$ cat src/rtl/store_drain_queue.sv
// Store drain queue: captures retired stores and drains them to memory.
// Optional write combining under STORE_DRAIN_WRITE_COMBINE_EN.
module store_drain_queue #(
  parameter int DEPTH      = 4,
  parameter int DEPTH_BITS = 2,
  parameter int ADDR_LEN   = 32,
  parameter int DATA_LEN   = 32
) (
  input  logic                clk_i,
  input  logic                reset_i,
  input  logic                wr_en_i,
  input  logic [ADDR_LEN-1:0] wr_addr_i,
  input  logic [DATA_LEN-1:0] wr_data_i,
  input  logic [ADDR_LEN-1:0] ld_addr_i,
  output logic                ld_hit_o,
  output logic [DATA_LEN-1:0] ld_data_o,
  output logic                mem_req_o,
  output logic [ADDR_LEN-1:0] mem_addr_o,
  output logic [DATA_LEN-1:0] mem_data_o,
  input  logic                mem_ack_i,
  output logic                full_o,
  output logic                drained_o,
  output logic                overflow_o
);

  typedef enum logic {
    IDLE = 1'b0,
    SEND = 1'b1
  } state_e;

  localparam logic [DEPTH_BITS:0] LP_FULL =
    DEPTH[DEPTH_BITS:0];
  localparam logic [DEPTH_BITS-1:0] LP_ONE =
    {{(DEPTH_BITS-1){1'b0}}, 1'b1};
  localparam logic [DEPTH_BITS:0] LP_ZERO = '0;

  state_e r_state;
  state_e w_state_nxt;

  logic [ADDR_LEN-1:0]   r_addr [DEPTH];
  logic [DATA_LEN-1:0]   r_data [DEPTH];
  logic [DEPTH-1:0]      r_valid;
  logic [DEPTH_BITS-1:0] r_head;
  logic [DEPTH_BITS-1:0] r_tail;
  logic [DEPTH_BITS:0]   r_count;
  logic [DEPTH_BITS:0]   w_count_nxt;
  logic                  r_ovf;

  logic w_deq;
  logic w_room;
  logic w_comb;
  logic w_enq;
  logic w_drop;

  assign w_deq  = (r_state == SEND) && mem_ack_i;
  assign w_room = (r_count < LP_FULL) || w_deq;

`ifdef STORE_DRAIN_WRITE_COMBINE_EN
  logic [DEPTH_BITS-1:0] w_yidx;
  assign w_yidx = r_tail - LP_ONE;
  // An in-flight head must not change under the request.
  assign w_comb = wr_en_i
               && r_valid[w_yidx]
               && (r_addr[w_yidx] == wr_addr_i)
               && !((w_yidx == r_head)
                    && (r_state == SEND));
`else
  assign w_comb = 1'b0;
`endif

  assign w_enq  = wr_en_i && !w_comb && w_room;
  assign w_drop = wr_en_i && !w_comb && !w_room;

  assign w_count_nxt = r_count
                     + {{DEPTH_BITS{1'b0}}, w_enq}
                     - {{DEPTH_BITS{1'b0}}, w_deq};

  always_comb begin
    w_state_nxt = r_state;
    unique case (r_state)
      IDLE: begin
        if (r_count != LP_ZERO) w_state_nxt = SEND;
      end
      SEND: begin
        if (w_deq && (w_count_nxt == LP_ZERO))
          w_state_nxt = IDLE;
      end
      default: w_state_nxt = IDLE;
    endcase
  end

  always_ff @(posedge clk_i or negedge reset_i) begin
    if (!reset_i) begin
      r_state <= IDLE;
      r_head  <= '0;
      r_tail  <= '0;
      r_count <= '0;
      r_valid <= '0;
      r_ovf   <= 1'b0;
      for (int i = 0; i < DEPTH; i++) begin
        r_addr[i] <= '0;
        r_data[i] <= '0;
      end
    end else begin
      r_state <= w_state_nxt;
      r_count <= w_count_nxt;
      if (w_drop) r_ovf <= 1'b1;
      if (w_deq) begin
        r_valid[r_head] <= 1'b0;
        r_head          <= r_head + LP_ONE;
      end
      // Enqueue after pop so a full-queue refill keeps its valid bit.
      if (w_enq) begin
        r_valid[r_tail] <= 1'b1;
        r_addr[r_tail]  <= wr_addr_i;
        r_data[r_tail]  <= wr_data_i;
        r_tail          <= r_tail + LP_ONE;
      end
`ifdef STORE_DRAIN_WRITE_COMBINE_EN
      if (w_comb) r_data[w_yidx] <= wr_data_i;
`endif
    end
  end

  always_comb begin
    logic [DEPTH_BITS-1:0] idx;
    idx       = '0;
    ld_hit_o  = 1'b0;
    ld_data_o = '0;
    // Walk oldest to youngest; the last match wins.
    for (int i = 0; i < DEPTH; i++) begin
      idx = r_head + i[DEPTH_BITS-1:0];
      if (r_valid[idx] && (r_addr[idx] == ld_addr_i)) begin
        ld_hit_o  = 1'b1;
        ld_data_o = r_data[idx];
      end
    end
  end

  assign mem_req_o  = (r_state == SEND);
  assign mem_addr_o = mem_req_o ? r_addr[r_head] : '0;
  assign mem_data_o = mem_req_o ? r_data[r_head] : '0;
  assign full_o     = (r_count == LP_FULL);
  assign drained_o  = (r_count == LP_ZERO)
                   && (r_state == IDLE);
  assign overflow_o = r_ovf;

endmodule

$ cat config.mk
export PLATFORM = sky130hd
export DESIGN_NAME = store_drain_queue
export DESIGN_NICKNAME = d
export VERILOG_FILES = /design/src/rtl/store_drain_queue.sv
export SDC_FILE = /design/constraint.sdc
export NUM_CORES = 1
export LEC_CHECK = 0
export CORE_MARGIN = 3
export CORE_UTILIZATION = 45
export DETAILED_ROUTE_END_ITERATION = 12
export HOLD_SLACK_MARGIN = 0.1
export PLACE_DENSITY = 0.65
export SLEW_MARGIN = 5
export SYNTH_ARGS = -nofsm -noshare
export SYNTH_HDL_FRONTEND = slang
export SYNTH_SLANG_ARGS = --single-unit
export TNS_END_PERCENT = 100
$ cat constraint.sdc
create_clock -name clk_i -period 5.9 [get_ports clk_i]
set_clock_uncertainty 0.1 [all_clocks]
set_input_delay 1.18 -clock clk_i [delete_from_list [all_inputs] [get_ports clk_i]]
set_output_delay 1.18 -clock clk_i [all_outputs]
set_load 0.03 [all_outputs]
Word-level counts from Yosys, hierarchy flattened --
Cells that the tools add are included.
Storage, ports and cells: input port bits 100, output and inout port bits 101, word-level logic and storage cells 120, flip-flop bits (word level) 269
Operators by class: reductions and logical operators 17, multiplexer cells 55, bitwise operators 9, add/sub/neg operators 6, order comparisons 14, equal/unequal tests 5
Operators by type and width (number):
- $mux 32 | 23
- $bmux 32 s2 | 8
- $bwmux 128 | 2
- $eq 32x32->1 | 4
- $demux 32 s2 | 1
- $ge 3x3->1 const B | 5
- $lt 2x3->1 const B | 5
- $not 2->3 | 5
- $logic_and 1x1->1 | 12
- $mux 1 | 12
- $bmux 1 s2 | 4
- $mux 4 | 2
- $logic_not 3->1 | 2
- $add 2x1->2 const B | 2
- $add 2x2->2 const B | 2
- $and 4x4->4 | 1
- $demux 1 s2 | 2
- $ge 2x1->1 const B | 2
- $not 4->4 | 1
- $or 4x4->4 | 1
- $add 3x1->3 | 1
- $eq 3x3->1 const B | 1
- $lt 3x1->1 const B | 1
- $lt 3x3->1 const B | 1
- 6 further kinds | 6

Longest topological paths before layout --
Gate-level depths: netlist of the first run.
depth after elaboration 10, depth in mapped cells 21, gate-level depth less buffers 11

Worst setup path after synthesis of the first run --
OpenSTA, ideal clock, no wires.
kind reg-to-output, start point register r_head[0], end point output port ld_data_o[0], buffers on the path 10, stages on the path, launching flop included 21, setup slack 192 ps, arrival 4428 ps, required time 4620 ps, cell sequence dfrtp_1 buf_6 buf_8 inv_2 buf_2 buf_2 buf_1 ha_1 buf_2 buf_2 buf_4 mux2i_1 mux2_2 o22ai_1 or4_1 and4b_1 clkbuf_1 buf_2 nand3_1 a21oi_1 o22a_1
Between the ends: word-level cells in the longest chain between the ends 10, elaborated cells on any way between the ends 51, classes of those cells 3 x add/sub; 4 x eq/ne; 36 x mux; 4 x bitwise; 4 x reduce/logical
RTL lines:
- from (decl) | line 43 | logic [DEPTH_BITS-1:0] r_head;
- from (signal assigned) | line 110 | r_head <= r_head + LP_ONE;
- $add 2x1->2 or $not 2->3 (tied branches) | line 132, 133, 135
- $not 2->3 (implied by the code) or $bmux 32 s2 (tied branches) | line 133, 135
- $bmux 32 s2 or $mux 32 (tied branches) | line 133 | if (r_valid[idx] && (r_addr[idx] == ld_addr_i)) begin
- $mux 32 (implied by the code) | line 133
- $mux 32 (implied by the code) or $eq 32x32->1 (tied branches) | line 133
- $eq 32x32->1 or $logic_and 1x1->1 (tied branches) | line 133
- $logic_and 1x1->1 or $mux 32 (tied branches) | line 133
- $mux 32 (2 in a row) | line 133
- $mux 32 * | line 133
- to (decl) | line 16 | output logic [DATA_LEN-1:0] ld_data_o,
Mark *: on every way between the ends. The rest lies on a longest branch, timed or not. The select of a mux whose other input is x is not followed.

Worst setup path in the final report of the first run --
start point input port ld_addr_i[31], end point output port ld_data_o[19]
Between the ends: word-level cells in the longest chain between the ends 6, elaborated cells on any way between the ends 12, classes of those cells 4 x eq/ne; 4 x mux; 4 x reduce/logical
RTL lines:
- from (decl) | line 14 | input logic [ADDR_LEN-1:0] ld_addr_i,
- $eq 32x32->1 | line 133
- $logic_and 1x1->1 | line 133
- $mux 32 (3 in a row) | line 133
- $mux 32 * | line 133
Mark *: on every way between the ends. The rest lies on a longest branch, timed or not.

==> Flow_metrics.wiki, run 1 <==
{| class="wikitable"
! Metric !! Value
|-
| Count leader, synth || sky130_fd_sc_hd__dfrtp_1
|-
| Crit path launch type || input port
|-
| Post-layout utilization of the core || 54.5%
|-
| Layout overhead on the synthesized area || 19.1%
|-
| WL met3 || 4.58 mm
|-
| Share of post-route cells with drive strength above 1 || 37.3%
|-
| Routed wire length per instance || 26.6 microns
|-
| Compound-gate portion of the synthesized area || 7.54%
|-
| Full die area || roughly 0.048 sq mm
|-
| Shortest period the worst path allows || between 5 and 6 ns
|-
| IO Port Bufs || 200
|-
| Highest signal layer in the routed design || met5
|-
| Crit. End Element || output port
|-
| Worst-case hold path end point || overflow_o$_DFFE_PN0P_
|-
| Yosys top cell by area || sky130_fd_sc_hd__dfrtp_1
|-
| Area share of the largest cell type after synthesis || 33.0%
|-
| Design area || 0.0243 sq mm
|-
| Die outline height || 219 microns
|-
| Num rows || 77
|-
| Maximum number of pins on one net before global-route repair || around 130
|-
| VDD IR max || 0.000529 V
|-
| Area inside the core boundary || 0.0445 sq mm
|-
| Result of the run || finished clean
|-
| Area taken by flip-flops and latches || 0.00674 sq mm
|-
| Cell with the biggest individual delay on the critical path || sky130_fd_sc_hd__a222oi_1
|-
| Leakage || 9.87 nW
|-
| Critical path peak fanout || 33
|-
| TritonCTS sink count || roughly 270
|-
| Most instantiated flip-flop cell in the synthesis netlist || sky130_fd_sc_hd__dfrtp_1
|-
| Number of top-level pins || 201
|-
| Initial DRC count || 1,463
|-
| Worst reg2reg endpoint || mem_req_o$_DFF_PN0_
|-
| Clock Tree Root || sky130_fd_sc_hd__clkbuf_16
|-
| Placer Congestion || 1.01
|-
| Worst stage delay on the critical path || 0.60 ns
|-
| Final net count || 1,829
|-
| Cell Count Post-Placement || between 2,000 and 2,500
|-
| RSZ-0062 raised after global routing || false
|-
| Least-Margin Pin Slew || 1.06 ns
|-
| Half-perimeter wire length after detailed placement || 43.2 mm
|-
| M1 WL || approximately 26 mm
|-
| Number of maximum-capacitance constraint violations || 0
|-
| Length of the first detailed-routing pass in iterations || 5
|-
| DRC violation count after routing || 0
|-
| Syn Area/Cell || 12.9 sq um
|-
| TNS Setup || 0 ns
|-
| Tcrit/Tclk final || 97.7%
|-
| Starting density of the core || 45.8%
|-
| Insertion delay of the later-clocked pin in the worst-skew pair || 0.59 ns
|-
| Class of the worst hold path || flip-flop to flip-flop
|-
| Count of different cell masters after synthesis || 62
|-
| Main combinational cell family by area after synthesis || multiplexers
|-
| Remaining global-route overflow || 0
|-
| Area after DPL || 0.0230 sq mm
|-
| Number of filler cells placed in the layout || 3,786
|-
| Syn Inst Count || 1,578
|-
| Most common library cells after synthesis || sky130_fd_sc_hd__dfrtp_1, sky130_fd_sc_hd__mux2_2, sky130_fd_sc_hd__mux4_2, sky130_fd_sc_hd__clkbuf_1, sky130_fd_sc_hd__xnor2_1
|-
| Clock tree from TritonCTS || done
|-
| Number of enable flip-flop cells after synthesis || 0
|-
| Power consumption || 0.0180 W
|-
| Initial antenna violation count || 3
|-
| Fraction of the mapped netlist area in simple logic gates || 6.50%
|-
| Metal2 WL || 30.1 mm
|-
| Clock slew seen by the registers of the worst setup and hold paths || ~0.06 ns
|-
| Number of levels the H-tree was split into || 1
|-
| Count of nets left with antenna violations after detail routing || 0
|-
| DRT Wirelength || approximately 62 mm
|-
| Combined area of the multi-input logic cells || approximately 0.013 sq mm
|-
| Area of the mapped netlist || 0.0204 sq mm
|-
| Worst endpoint data arrival time || 4.49 ns
|-
| Slew margin rel. || 29.2%
|-
| Count of final setup violators || 0
|-
| Total routing resource utilization after global routing || 25.9%
|-
| Share of synthesized area spent on multiplexers || a little over two fifths
|-
| Power density over cell area || 743 mW/mm^2
|-
| Worst hold path cell count || 1
|-
| Maximum clock path buffer count || 3
|-
| Vias in the first global route || 15,366
|-
| Final cell count without fillers || 2,336
|-
| R2R Path Start || mem_req_o$_DFF_PN0_
|-
| Hold Startpoint || overflow_o$_DFFE_PN0P_
|-
| Total vias in the final route || 15,411
|-
| Required time of the worst setup path || about 4.6 ns
|-
| Count of cells along the worst register-to-register path || 11
|-
| Post-DR vias/cell || between 6 and 7
|-
| Synthesized-area fraction occupied by adder cells || 0.712%
|-
| First-pass GRT wire length || ~96 mm
|-
| Register bit total from synthesis || 269
|-
| Total of warnings raised by yosys || 0
|-
| Die X || 219 microns
|-
| Critical-path cell list || clkdlybuf4s50_1, a222oi_1, nand3b_1, a221o_1, nor4_4, buf_12, o2111ai_1, a21oi_1, o22a_1, dlygate4sd2_1
|-
| Path type of the worst setup path || input port to output port
|-
| Portion of the post-synthesis area used by sequential elements || between 30% and 40%
|-
| Net count after synthesis || 1,689
|-
| Max Transition Viols Final || 0
|-
| Synth area leaders || sky130_fd_sc_hd__dfrtp_1, sky130_fd_sc_hd__mux4_2, sky130_fd_sc_hd__mux2_2
|-
| Async set or reset register ratio after synthesis || 100%
|-
| Hold violation count in the final report || 0
|-
| Highest attainable clock frequency || 173 MHz
|-
| Post-synthesis xor/xnor area fraction || 4.73%
|-
| Slack of the worst reg-to-reg path || 2.77 ns
|-
| TritonCTS Buffers || 31
|}
-- stage by stage --
stage / hold slack (ns) / worst slack, ns
after floorplan: 0.394 / 0.192
final: 0.399 / 0.135
after global placement: 0.368 / -0.163
after detailed placement: 0.375 / -0.128
after global routing: 0.438 / 0.00656
after CTS: 0.402 / -0.149
-- cell usage in the layout, fill, tap and decap left out, types with 11 or more instances in the layout --
master	instances
sky130_fd_sc_hd__mux2_2	267
sky130_fd_sc_hd__dfrtp_1	266
sky130_fd_sc_hd__mux4_2	223
sky130_fd_sc_hd__clkdlybuf4s50_1	165
sky130_fd_sc_hd__xnor2_1	80
sky130_fd_sc_hd__mux2i_1	78
sky130_fd_sc_hd__buf_4	67
sky130_fd_sc_hd__and2_1	60
sky130_fd_sc_hd__a21oi_1	41
sky130_fd_sc_hd__nand3_1	37
sky130_fd_sc_hd__and3_1	37
sky130_fd_sc_hd__o2111ai_1	36
sky130_fd_sc_hd__o22a_1	34
sky130_fd_sc_hd__nand2_1	32
sky130_fd_sc_hd__a21o_1	32
sky130_fd_sc_hd__clkbuf_16	31
sky130_fd_sc_hd__xor2_1	28
sky130_fd_sc_hd__dlygate4sd2_1	18
sky130_fd_sc_hd__inv_1	17
sky130_fd_sc_hd__nand4_1	16
sky130_fd_sc_hd__o22ai_1	14
sky130_fd_sc_hd__o21ai_0	13
sky130_fd_sc_hd__nor2_1	12
sky130_fd_sc_hd__buf_12	11
-- worst max-delay path by stage --
| stage | end | cells past startpoint | from | slack, ns |
|---|---|---|---|---|
| floorplan | ld_data_o[0] | 20 | r_head[0]$_DFFE_PN0P_ | 0.19 |
| global placement | ld_data_o[9] | 10 | ld_addr_i[16] | -0.16 |
| detailed placement | ld_data_o[14] | 10 | ld_addr_i[16] | -0.13 |
| CTS | ld_data_o[8] | 13 | r_head[1]$_DFFE_PN0P_ | -0.15 |
| global route | ld_data_o[2] | 13 | r_head[0]$_DFFE_PN0P_ | 0.007 |
| finish | ld_data_o[19] | 10 | ld_addr_i[31] | 0.13 |
-- layer usage --
layer	track usage (%)	vias to the layer above
met1	36.2	8090
met5	0	-
li1	-	6499
met4	7.56	2
met2	42.1	704
met3	4.24	116
-- where the power goes --
group | internal [W] | leakage (nW) | switching [W]
registers | 0.00280 | 3.19 | 0.00118
clock network | 0.00141 | 0.584 | 0.000833
logic | 0.00611 | 6.09 | 0.00571
total | 0.0103 | 9.87 | 0.00772
-- registers in the layout (all words and copies together), names as in the netlist --
signal / count
r_addr: 128
r_data: 128
r_valid: 4
r_count: 3
r_head: 2
r_tail: 2
mem_req_o: 1
overflow_o: 1
-- cell families after synthesis --
logic type,count (synthesis)
XOR/XNOR,110
AND/OR/NAND/NOR,230
multiplexers,568
buffers and inverters,182
AO/OA/AOI/OAI,208
adder cells (fa/ha/maj),11
flip-flops,269
-- critical path: cells and delay by family --
| family | cells | cell delay (ns) |
|---|---|---|
| AOI/OAI and AO/OA | 5 | 1.48 |
| buffers and inverters | 3 | 1.19 |
| and+or+nand+nor | 2 | 0.58 |
-- what timing repair did --
item,CTS,global route
pin swaps,0,2
gates resized for setup,21,8
setup buffers,0,1
hold buffers,0,0
setup endpoints to repair,19,23
cloned,0,0
-- cell type report --
class / count / area share [%]
diodes: 1 / 0.0103
inverters: 19 / 0.294
well taps: 592 / 3.05
clock inverters: 22 / 1.46
flip-flops and latches: 269 / 27.8
multi-input cells: 1127 / 53.0
repair buffers: 270 / 10.9
clock buffers: 36 / 3.44
Note: power is estimated with default switching activity, not from simulation.
==> run 2, diff against run 1 <==
Settings changed: MAX_ROUTING_LAYER set to met4.
==> run 2 against run 1 <==
  * Critical endpoint is now ld_data_o[17]
  * Sequential share of layout area shrank 0.17 points
  * Setup slack lost 0.040 ns
  * Non-clock buffer count up 1
  * Combinational power about the same
  * Total power grew 0.97%
==> Flow_metrics.wiki, run 2 (synthesized netlist as in run 1, its figures left out) <==
{| class="wikitable"
! Metric !! Value
|-
| Result of the run || finished clean
|-
| Least-Margin Pin Slew || 1.10 ns
|-
| Tcrit/Tclk final || a little over nine tenths
|-
| RSZ-0062 raised after global routing || false
|-
| Remaining global-route overflow || 0
|-
| Power density over cell area || 746 mW/mm^2
|-
| Full die area || between 0.04 and 0.05 sq mm
|-
| Die outline height || 219 microns
|-
| Worst stage delay on the critical path || 0.53 ns
|-
| Number of top-level pins || 201
|-
| Crit. End Element || output port
|-
| Share of post-route cells with drive strength above 1 || 37.1%
|-
| Layout overhead on the synthesized area || 19.8%
|-
| Initial DRC count || 1,625
|-
| Total routing resource utilization after global routing || 27.0%
|-
| Post-DR vias/cell || 6.61
|-
| Power consumption || 0.0182 W
|-
| Maximum clock path buffer count || 3
|-
| Hold violation count in the final report || 0
|-
| Most used cell along the critical path || sky130_fd_sc_hd__buf_12
|-
| TritonCTS sink count || 269
|-
| Leading cell types in the layout, fill and taps excluded || sky130_fd_sc_hd__mux2_2, sky130_fd_sc_hd__dfrtp_1, sky130_fd_sc_hd__mux4_2
|-
| Starting density of the core || between 40% and 50%
|-
| Die X || 219 microns
|-
| Clock slew seen by the registers of the worst setup and hold paths || 0.06 ns
|-
| Clock Tree Root || sky130_fd_sc_hd__clkbuf_16
|-
| First-pass GRT wire length || 96.0 mm
|-
| Design area || 0.0244 sq mm
|-
| Critical path peak fanout || 32
|-
| Length of the first detailed-routing pass in iterations || 6
|-
| Routed wire length per instance || 27.3 microns
|-
| Num rows || between 70 and 80
|-
| Leakage || 9.92 nW
|-
| Count of buffering cells on the critical path with inverters included || 4
|-
| Initial antenna violation count || 5
|-
| Placer Congestion || 1.00
|-
| Slew margin rel. || 26.8%
|-
| Required time of the worst setup path || between 4 and 5 ns
|-
| Count of nets left with antenna violations after detail routing || 0
|-
| Final net count || 1,833
|-
| Area inside the core boundary || ~0.045 sq mm
|-
| Max Transition Viols Final || 0
|-
| VDD IR max || 0.000517 V
|-
| Worst hold margin || 0.376 ns
|-
| IO Port Bufs || 200
|-
| Switching Share || a little over two fifths
|-
| Most common cell after layout, fill and taps aside || sky130_fd_sc_hd__mux2_2
|-
| Proportion of power drawn by combinational gates || 66.5%
|-
| Switching component of the power || 0.00788 W
|-
| TNS Setup || 0 ns
|-
| Biggest regs || r_addr x128, r_data x128, r_valid x4
|-
| Area after DPL || between 0.02 and 0.025 sq mm
|-
| Crit path launch type || flip-flop
|-
| Insertion delay of the later-clocked pin in the worst-skew pair || 0.53 ns
|-
| Vias in the first global route || 15,269
|-
| Design internal power || slightly above 0.01 W
|-
| Number of levels the H-tree was split into || 2
|-
| Class of the worst hold path || flip-flop to flip-flop
|-
| Highest attainable clock frequency || about 170 MHz
|-
| Total vias in the final route || 15,482
|-
| Proportion of power drawn by the clock network || 11.6%
|-
| Maximum number of pins on one net before global-route repair || 110
|-
| Number of filler cells placed in the layout || 3,800
|-
| Number of maximum-capacitance constraint violations || 0
|-
| Clock tree from TritonCTS || done
|-
| Half-perimeter wire length after detailed placement || 42.5 mm
|-
| Path type of the worst setup path || flip-flop to output port
|-
| Critical-path cell list || inv_2, ha_4, buf_12, mux4_2, xnor2_1, nand4_1, nor2_1, and4b_1, buf_12, nand3_1, a21oi_1, o22a_1, dlygate4sd2_1
|-
| Dominant delay contributor by cell family on the critical path || buffers and inverters
|-
| Cell with the biggest individual delay on the critical path || sky130_fd_sc_hd__dfrtp_4
|-
| DRC violation count after routing || 0
|-
| DRT Wirelength || 64.0 mm
|-
| TritonCTS Buffers || 34
|-
| Proportion of power drawn by flip-flops and latches || 21.9%
|-
| Count of final setup violators || 0
|-
| Worst endpoint data arrival time || ~4.5 ns
|-
| Shortest period the worst path allows || 5.80 ns
|}
run 2: metal layers:
layer	vias to the layer above	part of all wire, %	track usage, %
li1	6512	-	-
met1	8121	42	36.7
met2	722	48	42.5
met3	127	6.8	3.92
met4	0	2.9	8.23
met5	-	0	-
run 2: per-stage QoR:
step | worst slack [ns] | utilization [%] | cells
floorplan | 0.192 | - | 1578
global placement | 0.0496 | 51.8 | 2268
detailed placement | 0.0790 | 51.8 | 2268
CTS | 0.00990 | 54.5 | 2333
global route | 0.00872 | 54.9 | 2343
finish | 0.0954 | 54.9 | 2343
run 2: what timing repair did:
| action | 4_1_cts | 5_1_grt |
|---|---|---|
| cloned | 2 | 4 |
| pin swaps | 2 | 1 |
| gates resized for setup | 21 | 7 |
| setup endpoints to repair | 19 | 30 |
| setup buffers | 3 | 1 |
| hold buffers | 0 | 0 |
run 2: area by class of cell:
class                      count  area, sq um  area share, %
tap                          592          741           3.03
sequential                   269         6740           27.6
inverter                      19         71.3          0.292
clock inverter                12          156          0.640
multi-input combinational   1127        12900           52.7
timing repair buffer         271         2870           11.8
antenna                        5         12.5         0.0512
clock buffer                  48          963           3.95
run 2: power by group through the flow:
| stage | registers [W] | clock network [W] | logic [W] |
|---|---|---|---|
| global placement | 0.00383 | 0 | 0.0117 |
| detailed placement | 0.00395 | 0 | 0.0118 |
| floorplan | 0.00355 | 0 | 0.00863 |
| CTS | 0.00392 | 0.00217 | 0.0120 |
| global route | 0.00413 | 0.00225 | 0.0127 |
| finish | 0.00400 | 0.00211 | 0.0121 |
run 2: final timing paths:
kind | start | endpoint | slack, ns | cells past startpoint
setup / recovery | r_head[0]$_DFFE_PN0P_ | ld_data_o[17] | 0.1 | 13
hold / removal | overflow_o$_DFFE_PN0P_ | overflow_o$_DFFE_PN0P_ | 0.38 | 1
setup reg to reg | mem_req_o$_DFF_PN0_ | mem_req_o$_DFF_PN0_ | 2.76 | 11
hold reg to reg | overflow_o$_DFFE_PN0P_ | overflow_o$_DFFE_PN0P_ | 0.38 | 1
max in group asynchronous | reset_i | r_data[37]$_DFFE_PN0P_ | 4.17 | 2
min in group asynchronous | reset_i | r_data[90]$_DFFE_PN0P_ | 0.50 | 1
